### src/rtl/addsub_chunked_pkg.sv
// Shared types and sizing helpers for the chunked adder/subtractor.
package addsub_pkg;

   typedef enum logic [1:0] {
      IDLE,
      RUN,
      DONE
   } state_t;

   function automatic int num_chunks(input int width, input int chunk);
      return width / chunk;
   endfunction

   // Chunk-index width; never zero so N = 1 still has a legal index register
   function automatic int idx_width(input int width, input int chunk);
      int n;
      n = num_chunks(width, chunk);
      return (n <= 1) ? 1 : $clog2(n);
   endfunction

endpackage

### src/rtl/addsub_chunked_chunk.sv
// Combinational CHUNK-bit ripple adder used once per clock by addsub_chunked.
module addsub_chunk
   import addsub_pkg::*;
#(
   parameter int CHUNK = 8
) (
   input  logic [CHUNK-1:0] a,
   input  logic [CHUNK-1:0] b,
   input  logic             ci,
   output logic [CHUNK-1:0] s,
   output logic             co
);

   logic c;

   always_comb begin
      s = '0;
      c = ci;
      for (int unsigned i = 0; i < CHUNK; i++) begin
         s[i] = a[i] ^ b[i] ^ c;
         c    = (a[i] & b[i]) | (c & (a[i] ^ b[i]));
      end
      co = c;
   end

endmodule

### src/rtl/addsub_chunked.sv
// Multicycle two's-complement add/sub, CHUNK bits per clock, LSB chunk first.
// Define ADDSUB_CHUNKED_FLAGS_EN to compute ovf/zero; otherwise they are tied to 0.
module addsub_chunked
   import addsub_pkg::*;
#(
   parameter int WIDTH = 32,
   parameter int CHUNK = 8
) (
   input  logic             clk,
   input  logic             rst,
   input  logic             start,
   input  logic             sub,
   input  logic             cin,
   input  logic [WIDTH-1:0] a,
   input  logic [WIDTH-1:0] b,
   output logic             busy,
   output logic             done,
   output logic [WIDTH-1:0] sum,
   output logic             cout,
   output logic             ovf,
   output logic             zero
);

   localparam int N  = num_chunks(WIDTH, CHUNK);
   localparam int IW = idx_width(WIDTH, CHUNK);
   localparam logic [IW-1:0] LAST = IW'(N - 1);

   state_t           state, state_nx;
   logic [WIDTH-1:0] a_r, b_r, sum_nx;
   logic             carry;
   logic [IW-1:0]    idx;
   logic [31:0]      base;
   logic [CHUNK-1:0] ca, cb, cs;
   logic             cc;
   logic             last;

   assign last = (idx == LAST);
   assign base = 32'(idx) * CHUNK;

   always_comb begin
      ca = a_r[base +: CHUNK];
      cb = b_r[base +: CHUNK];
   end

   addsub_chunk #(.CHUNK(CHUNK)) u_chunk (
      .a  (ca),
      .b  (cb),
      .ci (carry),
      .s  (cs),
      .co (cc)
   );

   // Sum is updated in place; sum_nx is the word as it stands after this chunk
   always_comb begin
      sum_nx = sum;
      sum_nx[base +: CHUNK] = cs;
   end

   always_ff @(posedge clk) begin
      if (rst) state <= IDLE;
      else     state <= state_nx;
   end

   always_comb begin
      state_nx = state;
      case (state)
         IDLE:    if (start) state_nx = RUN;
         RUN:     if (last)  state_nx = DONE;
         DONE:    state_nx = IDLE;
         default: state_nx = IDLE;
      endcase
   end

   always_comb begin
      busy = (state == RUN);
      done = (state == DONE);
   end

   always_ff @(posedge clk) begin
      if (rst) begin
         a_r   <= '0;
         b_r   <= '0;
         sum   <= '0;
         carry <= 1'b0;
         idx   <= '0;
         cout  <= 1'b0;
      end else begin
         case (state)
            IDLE: begin
               if (start) begin
                  a_r   <= a;
                  b_r   <= b ^ {WIDTH{sub}};
                  carry <= sub | cin;
                  idx   <= '0;
               end
            end
            RUN: begin
               sum   <= sum_nx;
               carry <= cc;
               idx   <= idx + 1'b1;
               if (last) cout <= cc;
            end
            default: ;
         endcase
      end
   end

`ifdef ADDSUB_CHUNKED_FLAGS_EN
   always_ff @(posedge clk) begin
      if (rst) begin
         ovf  <= 1'b0;
         zero <= 1'b0;
      end else if (state == RUN && last) begin
         ovf  <= (a_r[WIDTH-1] == b_r[WIDTH-1]) && (sum_nx[WIDTH-1] != a_r[WIDTH-1]);
         zero <= ~|sum_nx;
      end
   end
`else
   assign ovf  = 1'b0;
   assign zero = 1'b0;
`endif

endmodule

### config.mk
export PLATFORM = sky130hd
export DESIGN_NAME = addsub_chunked
export DESIGN_NICKNAME = d
export VERILOG_FILES = /design/src/rtl/addsub_chunked_pkg.sv /design/src/rtl/addsub_chunked_chunk.sv /design/src/rtl/addsub_chunked.sv
export SDC_FILE = /design/constraint.sdc
export NUM_CORES = 1
export LEC_CHECK = 0
export ABC_CLOCK_PERIOD_IN_PS = 11200
export CAP_MARGIN = 30
export CORE_MARGIN = 5
export CORE_UTILIZATION = 37
export CTS_BUF_LIST = sky130_fd_sc_hd__clkbuf_8
export DETAILED_ROUTE_END_ITERATION = 7
export MAX_ROUTING_LAYER = met4
export PLACE_DENSITY = 0.59
export SLEW_MARGIN = 10
export SYNTH_ARGS = -nofsm -noshare
export SYNTH_HDL_FRONTEND = slang
export SYNTH_SLANG_ARGS = --single-unit
### constraint.sdc
create_clock -name clk -period 11.2 [get_ports clk]
set_clock_uncertainty 0.15 [all_clocks]
set_input_delay 1.68 -clock clk [delete_from_list [all_inputs] [get_ports clk]]
set_output_delay 1.68 -clock clk [all_outputs]
set_load 0.02 [all_outputs]
==> results of run 1 <==
[report_power, final]
group	total (mW)	internal [mW]	switching (mW)
Combinational	0.141	0.0691	0.0716
Clock	0.257	0.132	0.126
Sequential	0.397	0.383	0.0141
Total	0.795	0.584	0.211
[per-layer routing]
metal  wire length, um  track usage [%]
met1              5067            20.29
met2              5283            25.45
met3               591            3.156
met4               193            5.248
met5                 0                -
[cell usage in the layout, fill, tap and decap left out, drive strengths merged]
cell             n
dfxtp          102
clkdlybuf4s50  101
nand2           83
a21oi           50
nor2            36
xnor2           32
a211oi          32
inv             25
mux4            16
o32ai           16
nand2b          15
or3             12
clkbuf          10
fa               8
buf              7
ha               6
nand4            4
nand3            4
nand3b           4
and3b            3
nor2b            2
o21ai            2
conb             2
bufinv           2
nor3b            2
or3b             2
mux2i            1
o21a             1
or4              1
o31ai            1
clkinvlp         1
clkinv           1
[logic make-up (layout without fill, tap and decap cells)]
family | Yosys count | in the layout
AOI/OAI and AO/OA | 102 | 102
xor gates and xnor gates | 32 | 32
adders and majority gates | 14 | 14
buffers and inverters | 67 | 147
DFF | 102 | 102
muxes | 17 | 17
other | 1 | 2
and+or+nand+nor | 168 | 168
[worst min-delay path: stages, from the launching register on]
cell and delay (ps):
sky130_fd_sc_hd__dfxtp_1 320, sky130_fd_sc_hd__nand2_1 50, sky130_fd_sc_hd__a21oi_1 50
[final cells by class]
cell class	instances	area (um2)
inverter	23	86.33
fill	1223	6550
sequential	102	2042
timing repair buffer	108	1085
multi-input combinational	335	2367
clock inverter	6	85.08
clock buffer	10	137.6
tap	172	215.2
[state kept, by name, summed over array words and instances, names as in the netlist]
name   cells
carry      1
state      2
b_r       32
idx        2
sum       32
a_r       32
cout       1
[how the worst max path moves through the flow]
stage / startpoint / endpoint / cells after the start
floorplan: idx[1] / sum[23] / 17
global placement: idx[0] / sum[31] / 16
detailed placement: idx[0] / sum[7] / 16
CTS: idx[0] / sum[23] / 16
global route: idx[0] / sum[7] / 16
finish: idx[0] / sum[23] / 16
[per-stage QoR]
step	total power, mW	cells	setup WS [ps]	hold WS (ps)	util [%]
finish	0.7953	756	6138	303.8	47.88
global route	0.8361	756	5771	330.2	47.88
CTS	0.8037	756	6093	306.6	47.88
detailed placement	0.5479	740	6112	293.5	46.11
global placement	0.5435	738	6124	288.2	45.80
floorplan	0.4929	504	6621	283.1	-
==> impl_metrics.xml, run 1 <==
<?xml version="1.0" encoding="UTF-8"?>
<metrics>
  <group name="synthesis">
    <metric name="syn-instance-count" unit="">503</metric>
    <metric name="yosysSeqAreaShare" unit="%">43.27</metric>
    <metric name="mappedNetlistArea" unit="um2">4720</metric>
    <metric name="yosys-top-cells-count" unit="">sky130_fd_sc_hd__dfxtp_1 (102), sky130_fd_sc_hd__nand2_1 (83), sky130_fd_sc_hd__a21oi_1 (50), sky130_fd_sc_hd__nor2_1 (36)</metric>
    <metric name="synth_top_area_share" unit="%">43.27</metric>
    <metric name="syn_area_per_cell" unit="um2">9.383</metric>
    <metric name="postSynthRegisterBits" unit="">102</metric>
    <metric name="postSynth.asyncResetShare" unit="%">0</metric>
    <metric name="post_synth_cell_types" unit="">34</metric>
    <metric name="synth.yosys.warnings" unit="">0</metric>
    <metric name="compound_cell_area_share_of_the_yosys_netlist" unit="%">13.89</metric>
    <metric name="synth_simple_gate_area_share" unit="%">17.34</metric>
    <metric name="synth_enable_flop_cells" unit="">0</metric>
    <metric name="post_synth_mux_area_share" unit="%">7.847</metric>
    <metric name="post_synth_main_area_contributors" unit="">sky130_fd_sc_hd__dfxtp_1 (43%), sky130_fd_sc_hd__mux4_2 (7.6%), sky130_fd_sc_hd__nand2_1 (6.6%), sky130_fd_sc_hd__xnor2_1 (5.9%), sky130_fd_sc_hd__a21oi_1 (5.3%)</metric>
    <metric name="synth_top_family_by_area" unit="">simple AND/OR/NAND/NOR gates</metric>
    <metric name="yosys.area_share.xor_xnor" unit="%">5.938</metric>
    <metric name="synth_top_area_cell" unit="">sky130_fd_sc_hd__dfxtp_1</metric>
    <metric name="post_synth_fa_ha_maj_area_fraction" unit="%">4.984</metric>
    <metric name="yosysMostFrequentCell" unit="">sky130_fd_sc_hd__dfxtp_1</metric>
    <metric name="synthFlopType" unit="">sky130_fd_sc_hd__dfxtp_1</metric>
  </group>
  <group name="worst_setup_path">
    <metric name="path_class" unit="">flop to flop</metric>
    <metric name="critical-path-top-cell-by-count" unit="">sky130_fd_sc_hd__fa_1</metric>
    <metric name="critical_path_arrival" unit="ps">5160</metric>
    <metric name="startpoint_types" unit="">flop</metric>
    <metric name="crit_chain" unit="">buf_4 &gt; mux4_2 &gt; inv_1 &gt; fa_1 &gt; fa_1 &gt; fa_1 &gt; fa_1 &gt; inv_1 &gt; fa_1 &gt; inv_1 &gt; fa_1 &gt; fa_1 &gt; inv_1 &gt; fa_1 &gt; nand2b_1 &gt; o32ai_1</metric>
    <metric name="worst_r2r_startpoint" unit="">idx[0]</metric>
    <metric name="worst_r2r_path_depth" unit="">16</metric>
    <metric name="setup.reg_to_reg.worst_slack" unit="ps">6140</metric>
    <metric name="cp_data_required_time" unit="ps">11300</metric>
    <metric name="r2r_end" unit="">sum[23]</metric>
    <metric name="path_delay_family" unit="">adder cells</metric>
    <metric name="slowest_delay" unit="ps">830</metric>
    <metric name="critPathSlowestCell" unit="">sky130_fd_sc_hd__dfxtp_1</metric>
    <metric name="worst-path-max-fanout" unit="">16</metric>
    <metric name="crit_path_end_kind" unit="">flop</metric>
    <metric name="cp.buffers_inverters" unit="">5</metric>
  </group>
  <group name="floorplan">
    <metric name="dieHeight" unit="um">122.9</metric>
    <metric name="core" unit="um2">12570</metric>
    <metric name="fp.dieArea" unit="um2">15110</metric>
    <metric name="fp.dieW" unit="um">122.9</metric>
    <metric name="rows" unit="">41</metric>
    <metric name="num_io_pins" unit="">106</metric>
    <metric name="initial_cell_density_of_the_core" unit="%">37.55</metric>
  </group>
  <group name="power_and_ir_drop">
    <metric name="max-vdd-ir-drop" unit="mV">0.07757</metric>
    <metric name="static-leakage-power" unit="nW">2.099</metric>
    <metric name="cellPowerDensity" unit="nW/um2">132.1</metric>
  </group>
  <group name="run">
    <metric name="drv.max_cap_violation_count" unit="">0</metric>
  </group>
  <group name="clock_network">
    <metric name="ctsResizeCount" unit="">0</metric>
    <metric name="worst_skew_pair.late_latency" unit="ps">360</metric>
    <metric name="root_driver" unit="">sky130_fd_sc_hd__clkbuf_8</metric>
    <metric name="holdBufCountCts" unit="">0</metric>
    <metric name="numCtsBuffers" unit="">9</metric>
    <metric name="cts-htree-levels" unit="">3</metric>
    <metric name="postCtsSetupBuffers" unit="">0</metric>
    <metric name="cts_tree" unit="">yes</metric>
    <metric name="clkTransAtPathRegs" unit="ps">90</metric>
    <metric name="cts.path.max_buffers" unit="">2</metric>
    <metric name="cts.sink_count" unit="">102</metric>
  </group>
  <group name="placed_design">
    <metric name="placement.cell_area" unit="um2">5796</metric>
    <metric name="gpl.final_weighted_congestion" unit="">0.7830</metric>
    <metric name="dp_hpwl" unit="um">8325</metric>
    <metric name="io_buffers" unit="">103</metric>
  </group>
  <group name="min_path">
    <metric name="min_path_type" unit="">flop to flop</metric>
    <metric name="worstHoldEndpoint" unit="">sum[9]</metric>
    <metric name="hold_path.startpoint" unit="">sum[9]</metric>
    <metric name="hold_path_depth" unit="">2</metric>
  </group>
  <group name="global_route">
    <metric name="antenna_found_initial" unit="">0</metric>
    <metric name="grt_first_pass_wirelength" unit="um">18490</metric>
    <metric name="track_usage" unit="%">15.90</metric>
    <metric name="grt_max_degree" unit="">98</metric>
    <metric name="gr-total-overflow" unit="">0</metric>
    <metric name="first_global_vias" unit="">3772</metric>
  </group>
  <group name="layout">
    <metric name="insertedDiodeCount" unit="">0</metric>
    <metric name="area_growth_syn_to_layout" unit="%">27.52</metric>
    <metric name="fin_nets" unit="">662</metric>
    <metric name="postLayoutCellArea" unit="um2">6018</metric>
    <metric name="final_layout_size_suffix_gt1_share" unit="%">7.705</metric>
  </group>
  <group name="timing">
    <metric name="finalSetupViolCount" unit="">0</metric>
    <metric name="final-hold-violation-count" unit="">0</metric>
    <metric name="timing.max_slew.rel_slack" unit="%">43.33</metric>
    <metric name="max_slew.worst_pin.slew" unit="ps">850.1</metric>
    <metric name="layout_min_cycle_time" unit="ps">5062</metric>
    <metric name="layout_worst_path_cycle_share" unit="%">45.20</metric>
    <metric name="fin_setup_tns" unit="ps">0</metric>
    <metric name="finalMaxSlewViolations" unit="">0</metric>
    <metric name="rsz_0062_raised_after_global_routing" unit="">no</metric>
    <metric name="max_clock_freq" unit="MHz">197.5</metric>
  </group>
  <group name="outcome">
    <metric name="outcome" unit="">complete, no violations</metric>
  </group>
  <group name="detailed_routing">
    <metric name="routedWlPerCell" unit="um">14.73</metric>
    <metric name="drt_first_iter_violations" unit="">214</metric>
    <metric name="vias" unit="">3664</metric>
    <metric name="route.antenna.remaining_nets" unit="">0</metric>
    <metric name="drt_pass1_iterations" unit="">4</metric>
    <metric name="wirelength" unit="um">11140</metric>
    <metric name="drc_violation_count_after_routing" unit="">0</metric>
    <metric name="post_drt_via_cell_ratio" unit="">4.847</metric>
  </group>
</metrics>
Note: power is estimated with default switching activity, not from simulation.
==> inputs of run 2 (changes only) <==
--- a/config.mk
+++ b/config.mk
@@ -5,7 +5,7 @@
 export SDC_FILE = /design/constraint.sdc
 export NUM_CORES = 1
 export LEC_CHECK = 0
-export ABC_CLOCK_PERIOD_IN_PS = 11200
+export ABC_CLOCK_PERIOD_IN_PS = 5000
 export CAP_MARGIN = 30
 export CORE_MARGIN = 5
 export CORE_UTILIZATION = 37
==> constraint.sdc (replaced) <==
create_clock -name clk -period 5 [get_ports clk]
set_clock_uncertainty 0.15 [all_clocks]
set_input_delay 0.75 -clock clk [delete_from_list [all_inputs] [get_ports clk]]
set_output_delay 0.75 -clock clk [all_outputs]
set_load 0.02 [all_outputs]
==> run 2 against run 1 <==
Net effect: maximum frequency increased by 15%; via count grew 0.57%; total power up 120%; flip-flop and latch count is the same; hold slack better by 1.6 ps; core utilization about the same; largest cell class unchanged; highest routed layer unchanged.
==> impl_metrics.xml, run 2 (synthesis results as in run 1) <==
<?xml version="1.0" encoding="UTF-8"?>
<metrics>
  <group name="global_route">
    <metric name="antenna_found_initial" unit="">0</metric>
    <metric name="gr-total-overflow" unit="">0</metric>
    <metric name="track_usage" unit="%">15.71</metric>
    <metric name="first_global_vias" unit="">3670</metric>
    <metric name="grt_max_degree" unit="">98</metric>
    <metric name="grt_first_pass_wirelength" unit="um">18150</metric>
  </group>
  <group name="detailed_routing">
    <metric name="routedWlPerCell" unit="um">14.67</metric>
    <metric name="route.antenna.remaining_nets" unit="">0</metric>
    <metric name="drt_pass1_iterations" unit="">5</metric>
    <metric name="vias" unit="">3685</metric>
    <metric name="post_drt_via_cell_ratio" unit="">4.861</metric>
    <metric name="wirelength" unit="um">11120</metric>
    <metric name="drc_violation_count_after_routing" unit="">0</metric>
    <metric name="drt_first_iter_violations" unit="">184</metric>
  </group>
  <group name="worst_setup_path">
    <metric name="startpoint" unit="">idx[0]</metric>
    <metric name="startpoint_types" unit="">flop</metric>
    <metric name="worst-path-max-fanout" unit="">4</metric>
    <metric name="r2r_end" unit="">sum[7]</metric>
    <metric name="endpoint" unit="">sum[7]</metric>
    <metric name="setup.reg_to_reg.worst_slack" unit="ps">610</metric>
    <metric name="cp_data_required_time" unit="ps">5090</metric>
    <metric name="path_class" unit="">flop to flop</metric>
    <metric name="worst_r2r_startpoint" unit="">idx[0]</metric>
    <metric name="crit_path_end_kind" unit="">flop</metric>
    <metric name="worst_r2r_path_depth" unit="">15</metric>
    <metric name="critical_path_arrival" unit="ps">4490</metric>
  </group>
  <group name="layout">
    <metric name="fin_nets" unit="">664</metric>
    <metric name="insertedDiodeCount" unit="">0</metric>
    <metric name="filler_cell_count" unit="">1239</metric>
    <metric name="layout.area.seq" unit="um2">2042</metric>
    <metric name="finalNonFillerCells" unit="">758</metric>
    <metric name="largest_registers" unit="">a_r: 32 flops, b_r: 32 flops, sum: 32 flops</metric>
    <metric name="postLayoutCellArea" unit="um2">6013</metric>
    <metric name="area_growth_syn_to_layout" unit="%">27.41</metric>
    <metric name="mostFrequentLayoutCell" unit="">sky130_fd_sc_hd__dfxtp_1</metric>
    <metric name="multi_input_comb_area" unit="um2">2367</metric>
    <metric name="final_layout_size_suffix_gt1_share" unit="%">8.020</metric>
    <metric name="layout.cells.most_common_list" unit="">sky130_fd_sc_hd__dfxtp_1 (102), sky130_fd_sc_hd__clkdlybuf4s50_1 (101), sky130_fd_sc_hd__nand2_1 (83), sky130_fd_sc_hd__a21oi_1 (50), sky130_fd_sc_hd__nor2_1 (36)</metric>
    <metric name="post-route-util" unit="%">47.84</metric>
  </group>
  <group name="min_path">
    <metric name="min_path_type" unit="">flop to flop</metric>
    <metric name="hold_path_depth" unit="">2</metric>
  </group>
  <group name="timing">
    <metric name="hold_ws" unit="ps">305.4</metric>
    <metric name="timing.max_slew.rel_slack" unit="%">42.15</metric>
    <metric name="final-hold-violation-count" unit="">0</metric>
    <metric name="fin_setup_tns" unit="ps">0</metric>
    <metric name="layout_min_cycle_time" unit="ps">4394</metric>
    <metric name="max_clock_freq" unit="MHz">227.6</metric>
    <metric name="finalMaxSlewViolations" unit="">0</metric>
    <metric name="worst_setup_slack_final" unit="ps">605.6</metric>
    <metric name="rsz_0062_raised_after_global_routing" unit="">no</metric>
    <metric name="max_slew.worst_pin.slew" unit="ps">867.7</metric>
    <metric name="finalSetupViolCount" unit="">0</metric>
    <metric name="layout_worst_path_cycle_share" unit="%">87.89</metric>
  </group>
  <group name="floorplan">
    <metric name="fp.dieW" unit="um">122.9</metric>
    <metric name="initial_cell_density_of_the_core" unit="%">37.55</metric>
    <metric name="rows" unit="">41</metric>
    <metric name="fp.dieArea" unit="um2">15110</metric>
    <metric name="core" unit="um2">12570</metric>
    <metric name="dieHeight" unit="um">122.9</metric>
    <metric name="num_io_pins" unit="">106</metric>
  </group>
  <group name="run">
    <metric name="drv.max_cap_violation_count" unit="">0</metric>
  </group>
  <group name="clock_network">
    <metric name="cts_tree" unit="">yes</metric>
    <metric name="cts.path.max_buffers" unit="">2</metric>
    <metric name="root_driver" unit="">sky130_fd_sc_hd__clkbuf_8</metric>
    <metric name="cts-htree-levels" unit="">3</metric>
    <metric name="cts.sink_count" unit="">102</metric>
    <metric name="ctsResizeCount" unit="">0</metric>
    <metric name="postCtsSetupBuffers" unit="">0</metric>
    <metric name="holdBufCountCts" unit="">0</metric>
    <metric name="numCtsBuffers" unit="">9</metric>
    <metric name="worst_skew_pair.late_latency" unit="ps">360</metric>
    <metric name="clkTransAtPathRegs" unit="ps">100</metric>
  </group>
  <group name="power_and_ir_drop">
    <metric name="static-leakage-power" unit="nW">2.103</metric>
    <metric name="power.total" unit="mW">1.751</metric>
    <metric name="max-vdd-ir-drop" unit="mV">0.1232</metric>
    <metric name="cellPowerDensity" unit="nW/um2">291.1</metric>
  </group>
  <group name="placed_design">
    <metric name="post-place-cells" unit="">742</metric>
    <metric name="io_buffers" unit="">103</metric>
    <metric name="placement.cell_area" unit="um2">5807</metric>
    <metric name="post-place-ws" unit="ps">641.5</metric>
    <metric name="gpl.final_weighted_congestion" unit="">0.8278</metric>
    <metric name="dp_hpwl" unit="um">8303</metric>
  </group>
  <group name="outcome">
    <metric name="outcome" unit="">complete, no violations</metric>
  </group>
</metrics>
run 2: worst min-delay path by stage:
stage / start / to
detailed placement: sum[11] / sum[11]
finish: sum[25] / sum[25]
CTS: sum[11] / sum[11]
global route: sum[11] / sum[11]
global placement: sum[25] / sum[25]
floorplan: a_r[16] / a_r[16]
run 2: final cells by class:
| type | count | area share (%) |
|---|---|---|
| multi-input cells | 335 | 39.37 |
| clock inverters | 6 | 1.144 |
| clock buffers | 10 | 2.289 |
| flip-flops and latches | 102 | 33.96 |
| repair buffers | 110 | 18.23 |
| inverters | 23 | 1.436 |
| well taps | 172 | 3.579 |
run 2: metal layers:
metal / up-vias / GRT usage [%] / share of wire [%]
met5: - / - / 0
met4: 0 / 4.199 / 1.6
met3: 13 / 3.156 / 3.9
met2: 94 / 25.32 / 47
met1: 1710 / 20.28 / 48
li1: 1868 / - / -
run 2: report_power, final:
part / switching, mW / internal [mW]
Sequential: 0.0266 / 0.858
Clock: 0.291 / 0.249
Combinational: 0.169 / 0.157
Total: 0.487 / 1.26
run 2: worst max-delay path, stage by stage, from the launching register on:
cell                       delay, ps
sky130_fd_sc_hd__dfxtp_1         370
sky130_fd_sc_hd__mux4_2          340
sky130_fd_sc_hd__inv_1            50
sky130_fd_sc_hd__fa_1            400
sky130_fd_sc_hd__fa_1            400
sky130_fd_sc_hd__fa_1            400
sky130_fd_sc_hd__fa_1            390
sky130_fd_sc_hd__inv_1            80
sky130_fd_sc_hd__fa_1            160
sky130_fd_sc_hd__inv_1            50
sky130_fd_sc_hd__fa_1            390
sky130_fd_sc_hd__fa_1            370
sky130_fd_sc_hd__inv_1            80
sky130_fd_sc_hd__fa_1            450
sky130_fd_sc_hd__nand2b_1        120
sky130_fd_sc_hd__o32ai_1          80
==> inputs of run 3 (changes only) <==
--- a/config.mk
+++ b/config.mk
@@ -11,9 +11,10 @@
 export CORE_UTILIZATION = 37
 export CTS_BUF_LIST = sky130_fd_sc_hd__clkbuf_8
 export DETAILED_ROUTE_END_ITERATION = 7
-export MAX_ROUTING_LAYER = met4
 export PLACE_DENSITY = 0.59
+export REMOVE_ABC_BUFFERS = 1
 export SLEW_MARGIN = 10
 export SYNTH_ARGS = -nofsm -noshare
 export SYNTH_HDL_FRONTEND = slang
+export SYNTH_HIERARCHICAL = 1
 export SYNTH_SLANG_ARGS = --single-unit
==> run 3 against run 2 <==
Net effect: sequential share of layout area rose by 0.75 points; global-route usage fell by 1.0 points; synthesized area fell by 3.0%; maximum frequency fell by 7.2%; design area fell by 2.1%; largest power group unchanged.
==> impl_metrics.xml, run 3 <==
<?xml version="1.0" encoding="UTF-8"?>
<metrics>
  <group name="outcome">
    <metric name="outcome" unit="">complete, no violations</metric>
  </group>
  <group name="power_and_ir_drop">
    <metric name="power.sequential.fraction" unit="%">52.2</metric>
    <metric name="static-leakage-power" unit="nW">2.093</metric>
    <metric name="power_report.internal_total" unit="mW">1.237</metric>
    <metric name="max-vdd-ir-drop" unit="mV">0.1576</metric>
    <metric name="cellPowerDensity" unit="nW/um2">287.2</metric>
    <metric name="sw_frac_of_total" unit="%">26.83</metric>
    <metric name="comb_power_share" unit="%">18.7</metric>
    <metric name="clkPwrFrac" unit="%">29.0</metric>
    <metric name="net_switching_component_of_the_power" unit="mW">0.4536</metric>
    <metric name="power.total" unit="mW">1.691</metric>
  </group>
  <group name="detailed_routing">
    <metric name="drt_first_iter_violations" unit="">266</metric>
    <metric name="post_drt_via_cell_ratio" unit="">4.856</metric>
    <metric name="route.antenna.remaining_nets" unit="">0</metric>
    <metric name="drt_pass1_iterations" unit="">4</metric>
    <metric name="routedWlPerCell" unit="um">14.67</metric>
    <metric name="wirelength" unit="um">10680</metric>
    <metric name="drc_violation_count_after_routing" unit="">0</metric>
    <metric name="vias" unit="">3535</metric>
  </group>
  <group name="timing">
    <metric name="final-hold-violation-count" unit="">0</metric>
    <metric name="finalMaxSlewViolations" unit="">0</metric>
    <metric name="layout_min_cycle_time" unit="ps">4735</metric>
    <metric name="layout_worst_path_cycle_share" unit="%">94.70</metric>
    <metric name="timing.max_slew.rel_slack" unit="%">41.27</metric>
    <metric name="max_slew.worst_pin.slew" unit="ps">881.0</metric>
    <metric name="finalSetupViolCount" unit="">0</metric>
    <metric name="hold_ws" unit="ps">308.2</metric>
    <metric name="worst_setup_slack_final" unit="ps">265.0</metric>
    <metric name="fin_setup_tns" unit="ps">0</metric>
    <metric name="max_clock_freq" unit="MHz">211.2</metric>
    <metric name="rsz_0062_raised_after_global_routing" unit="">no</metric>
  </group>
  <group name="layout">
    <metric name="insertedDiodeCount" unit="">0</metric>
    <metric name="final_layout_size_suffix_gt1_share" unit="%">6.607</metric>
    <metric name="layout.cells.most_common_list" unit="">sky130_fd_sc_hd__dfxtp_1 (101), sky130_fd_sc_hd__clkdlybuf4s50_1 (101), sky130_fd_sc_hd__nand2_1 (85), sky130_fd_sc_hd__a21oi_1 (51), sky130_fd_sc_hd__nor2_1 (34)</metric>
    <metric name="multi_input_comb_area" unit="um2">2298</metric>
    <metric name="fin_nets" unit="">637</metric>
    <metric name="area_growth_syn_to_layout" unit="%">28.55</metric>
    <metric name="layout.area.seq" unit="um2">2043</metric>
    <metric name="filler_cell_count" unit="">1156</metric>
    <metric name="postLayoutCellArea" unit="um2">5887</metric>
    <metric name="finalNonFillerCells" unit="">728</metric>
    <metric name="post-route-util" unit="%">48.81</metric>
    <metric name="largest_registers" unit="">a_r: 32 flops, b_r: 32 flops, sum: 32 flops</metric>
  </group>
  <group name="synthesis">
    <metric name="syn-instance-count" unit="">473</metric>
    <metric name="yosysMostFrequentCell" unit="">sky130_fd_sc_hd__dfxtp_1</metric>
    <metric name="yosys-top-cells-count" unit="">sky130_fd_sc_hd__dfxtp_1 (102), sky130_fd_sc_hd__nand2_1 (85), sky130_fd_sc_hd__a21oi_1 (51), sky130_fd_sc_hd__nor2_1 (34)</metric>
    <metric name="synth_top_area_share" unit="%">44.59</metric>
    <metric name="syn_area_per_cell" unit="um2">9.682</metric>
    <metric name="synth_top_area_cell" unit="">sky130_fd_sc_hd__dfxtp_1</metric>
    <metric name="post_synth_cell_types" unit="">34</metric>
    <metric name="synth_enable_flop_cells" unit="">0</metric>
    <metric name="postSynthRegisterBits" unit="">102</metric>
    <metric name="synthFlopType" unit="">sky130_fd_sc_hd__dfxtp_1</metric>
    <metric name="mappedNetlistArea" unit="um2">4579</metric>
    <metric name="post_synth_main_area_contributors" unit="">sky130_fd_sc_hd__dfxtp_1 (45%), sky130_fd_sc_hd__nand2_1 (7.0%), sky130_fd_sc_hd__xnor2_1 (6.1%), sky130_fd_sc_hd__a21oi_1 (5.6%), sky130_fd_sc_hd__a211oi_1 (5.2%)</metric>
    <metric name="yosysSeqAreaShare" unit="%">44.59</metric>
    <metric name="postSynth.asyncResetShare" unit="%">0</metric>
    <metric name="synth.yosys.warnings" unit="">6</metric>
  </group>
  <group name="worst_setup_path">
    <metric name="worst-path-max-fanout" unit="">4</metric>
    <metric name="endpoint" unit="">sum[31]</metric>
    <metric name="worst_r2r_startpoint" unit="">idx[0]</metric>
    <metric name="startpoint_types" unit="">flop</metric>
    <metric name="critical_path_arrival" unit="ps">4860</metric>
    <metric name="startpoint" unit="">idx[0]</metric>
    <metric name="cp_data_required_time" unit="ps">5130</metric>
    <metric name="r2r_end" unit="">sum[31]</metric>
    <metric name="setup.reg_to_reg.worst_slack" unit="ps">270</metric>
    <metric name="path_class" unit="">flop to flop</metric>
    <metric name="crit_path_end_kind" unit="">flop</metric>
    <metric name="worst_r2r_path_depth" unit="">15</metric>
  </group>
  <group name="clock_network">
    <metric name="cts.sink_count" unit="">102</metric>
    <metric name="ctsResizeCount" unit="">0</metric>
    <metric name="cts-htree-levels" unit="">3</metric>
    <metric name="numCtsBuffers" unit="">9</metric>
    <metric name="root_driver" unit="">sky130_fd_sc_hd__clkbuf_8</metric>
    <metric name="clkTransAtPathRegs" unit="ps">90</metric>
    <metric name="cts.path.max_buffers" unit="">2</metric>
    <metric name="postCtsSetupBuffers" unit="">0</metric>
    <metric name="holdBufCountCts" unit="">0</metric>
    <metric name="cts_tree" unit="">yes</metric>
    <metric name="worst_skew_pair.late_latency" unit="ps">360</metric>
  </group>
  <group name="placed_design">
    <metric name="placement.cell_area" unit="um2">5702</metric>
    <metric name="post-place-ws" unit="ps">278.1</metric>
    <metric name="io_buffers" unit="">103</metric>
    <metric name="post-place-cells" unit="">712</metric>
    <metric name="dp_hpwl" unit="um">8188</metric>
    <metric name="gpl.final_weighted_congestion" unit="">0.7830</metric>
  </group>
  <group name="global_route">
    <metric name="met1_track_usage_gr" unit="%">19.63</metric>
    <metric name="grt_first_pass_wirelength" unit="um">17440</metric>
    <metric name="antenna_found_initial" unit="">0</metric>
    <metric name="gr-usage-met3" unit="%">2.984</metric>
    <metric name="grt_max_degree" unit="">87</metric>
    <metric name="top_usage_layer" unit="">met2</metric>
    <metric name="met2_usage" unit="%">24.38</metric>
    <metric name="first_global_vias" unit="">3487</metric>
    <metric name="gr-total-overflow" unit="">0</metric>
    <metric name="track_usage" unit="%">14.70</metric>
  </group>
  <group name="min_path">
    <metric name="hold_path.startpoint" unit="">sum[29]</metric>
    <metric name="min_path_type" unit="">flop to flop</metric>
  </group>
  <group name="floorplan">
    <metric name="dieHeight" unit="um">121.3</metric>
    <metric name="core" unit="um2">12060</metric>
    <metric name="fp.dieArea" unit="um2">14700</metric>
    <metric name="rows" unit="">40</metric>
    <metric name="initial_cell_density_of_the_core" unit="%">37.97</metric>
    <metric name="num_io_pins" unit="">106</metric>
    <metric name="fp.dieW" unit="um">121.3</metric>
  </group>
  <group name="run">
    <metric name="drv.max_cap_violation_count" unit="">0</metric>
  </group>
</metrics>
==> run 3: power by group through the flow <==
| stage | clock [mW] | combinational (mW) | sequential (mW) |
|---|---|---|---|
| after floorplan | 0 | 0.170 | 0.905 |
| after global placement | 0 | 0.313 | 0.901 |
| after detailed placement | 0 | 0.321 | 0.903 |
| after CTS | 0.502 | 0.322 | 0.884 |
| after global routing | 0.535 | 0.348 | 0.889 |
| final | 0.491 | 0.317 | 0.883 |
==> run 3: metal layers <==
layer / wire, um / up-vias
met5: 0 / -
met4: 106 / 0
met3: 579 / 8
met2: 4956 / 91
met1: 5036 / 1638
li1: - / 1798
==> run 3: area by class of cell <==
class / instances / area share, %
clock inverters: 7 / 1.020
inverters: 13 / 0.8289
multi-input cells: 320 / 39.04
clock buffers: 9 / 2.104
well taps: 168 / 3.571
repair buffers: 109 / 18.72
flip-flops and latches: 102 / 34.71
==> run 3: worst min path at each step <==
stage / end / slack [ps] / cells past startpoint
floorplan: a_r[14] / 280 / 2
global placement: a_r[4] / 290 / 2
detailed placement: a_r[23] / 300 / 2
CTS: a_r[28] / 310 / 2
global route: sum[9] / 320 / 2
finish: sum[29] / 310 / 2
==> run 3: worst max-delay path, stage by stage, from the launching register on <==
cell and delay, ps:
sky130_fd_sc_hd__dfxtp_2 370, sky130_fd_sc_hd__mux4_1 590, sky130_fd_sc_hd__fa_1 470, sky130_fd_sc_hd__inv_1 90, sky130_fd_sc_hd__fa_1 160, sky130_fd_sc_hd__inv_1 50
sky130_fd_sc_hd__fa_1 380, sky130_fd_sc_hd__fa_1 380, sky130_fd_sc_hd__fa_1 410, sky130_fd_sc_hd__fa_1 410, sky130_fd_sc_hd__fa_1 380, sky130_fd_sc_hd__inv_1 80
sky130_fd_sc_hd__fa_1 400, sky130_fd_sc_hd__inv_1 120, sky130_fd_sc_hd__nand3_1 80, sky130_fd_sc_hd__a21oi_1 140
==> run 3: logic make-up after synthesis <==
group / Yosys count / synth area share, %
simple gates: 152 / 15.74
compound gates: 105 / 14.86
flops: 102 / 44.59
buf+inv: 52 / 5.301
xor+xnor: 32 / 6.120
mux: 16 / 8.443
fa+ha+maj: 13 / 4.863
other cells: 1 / 0.08189
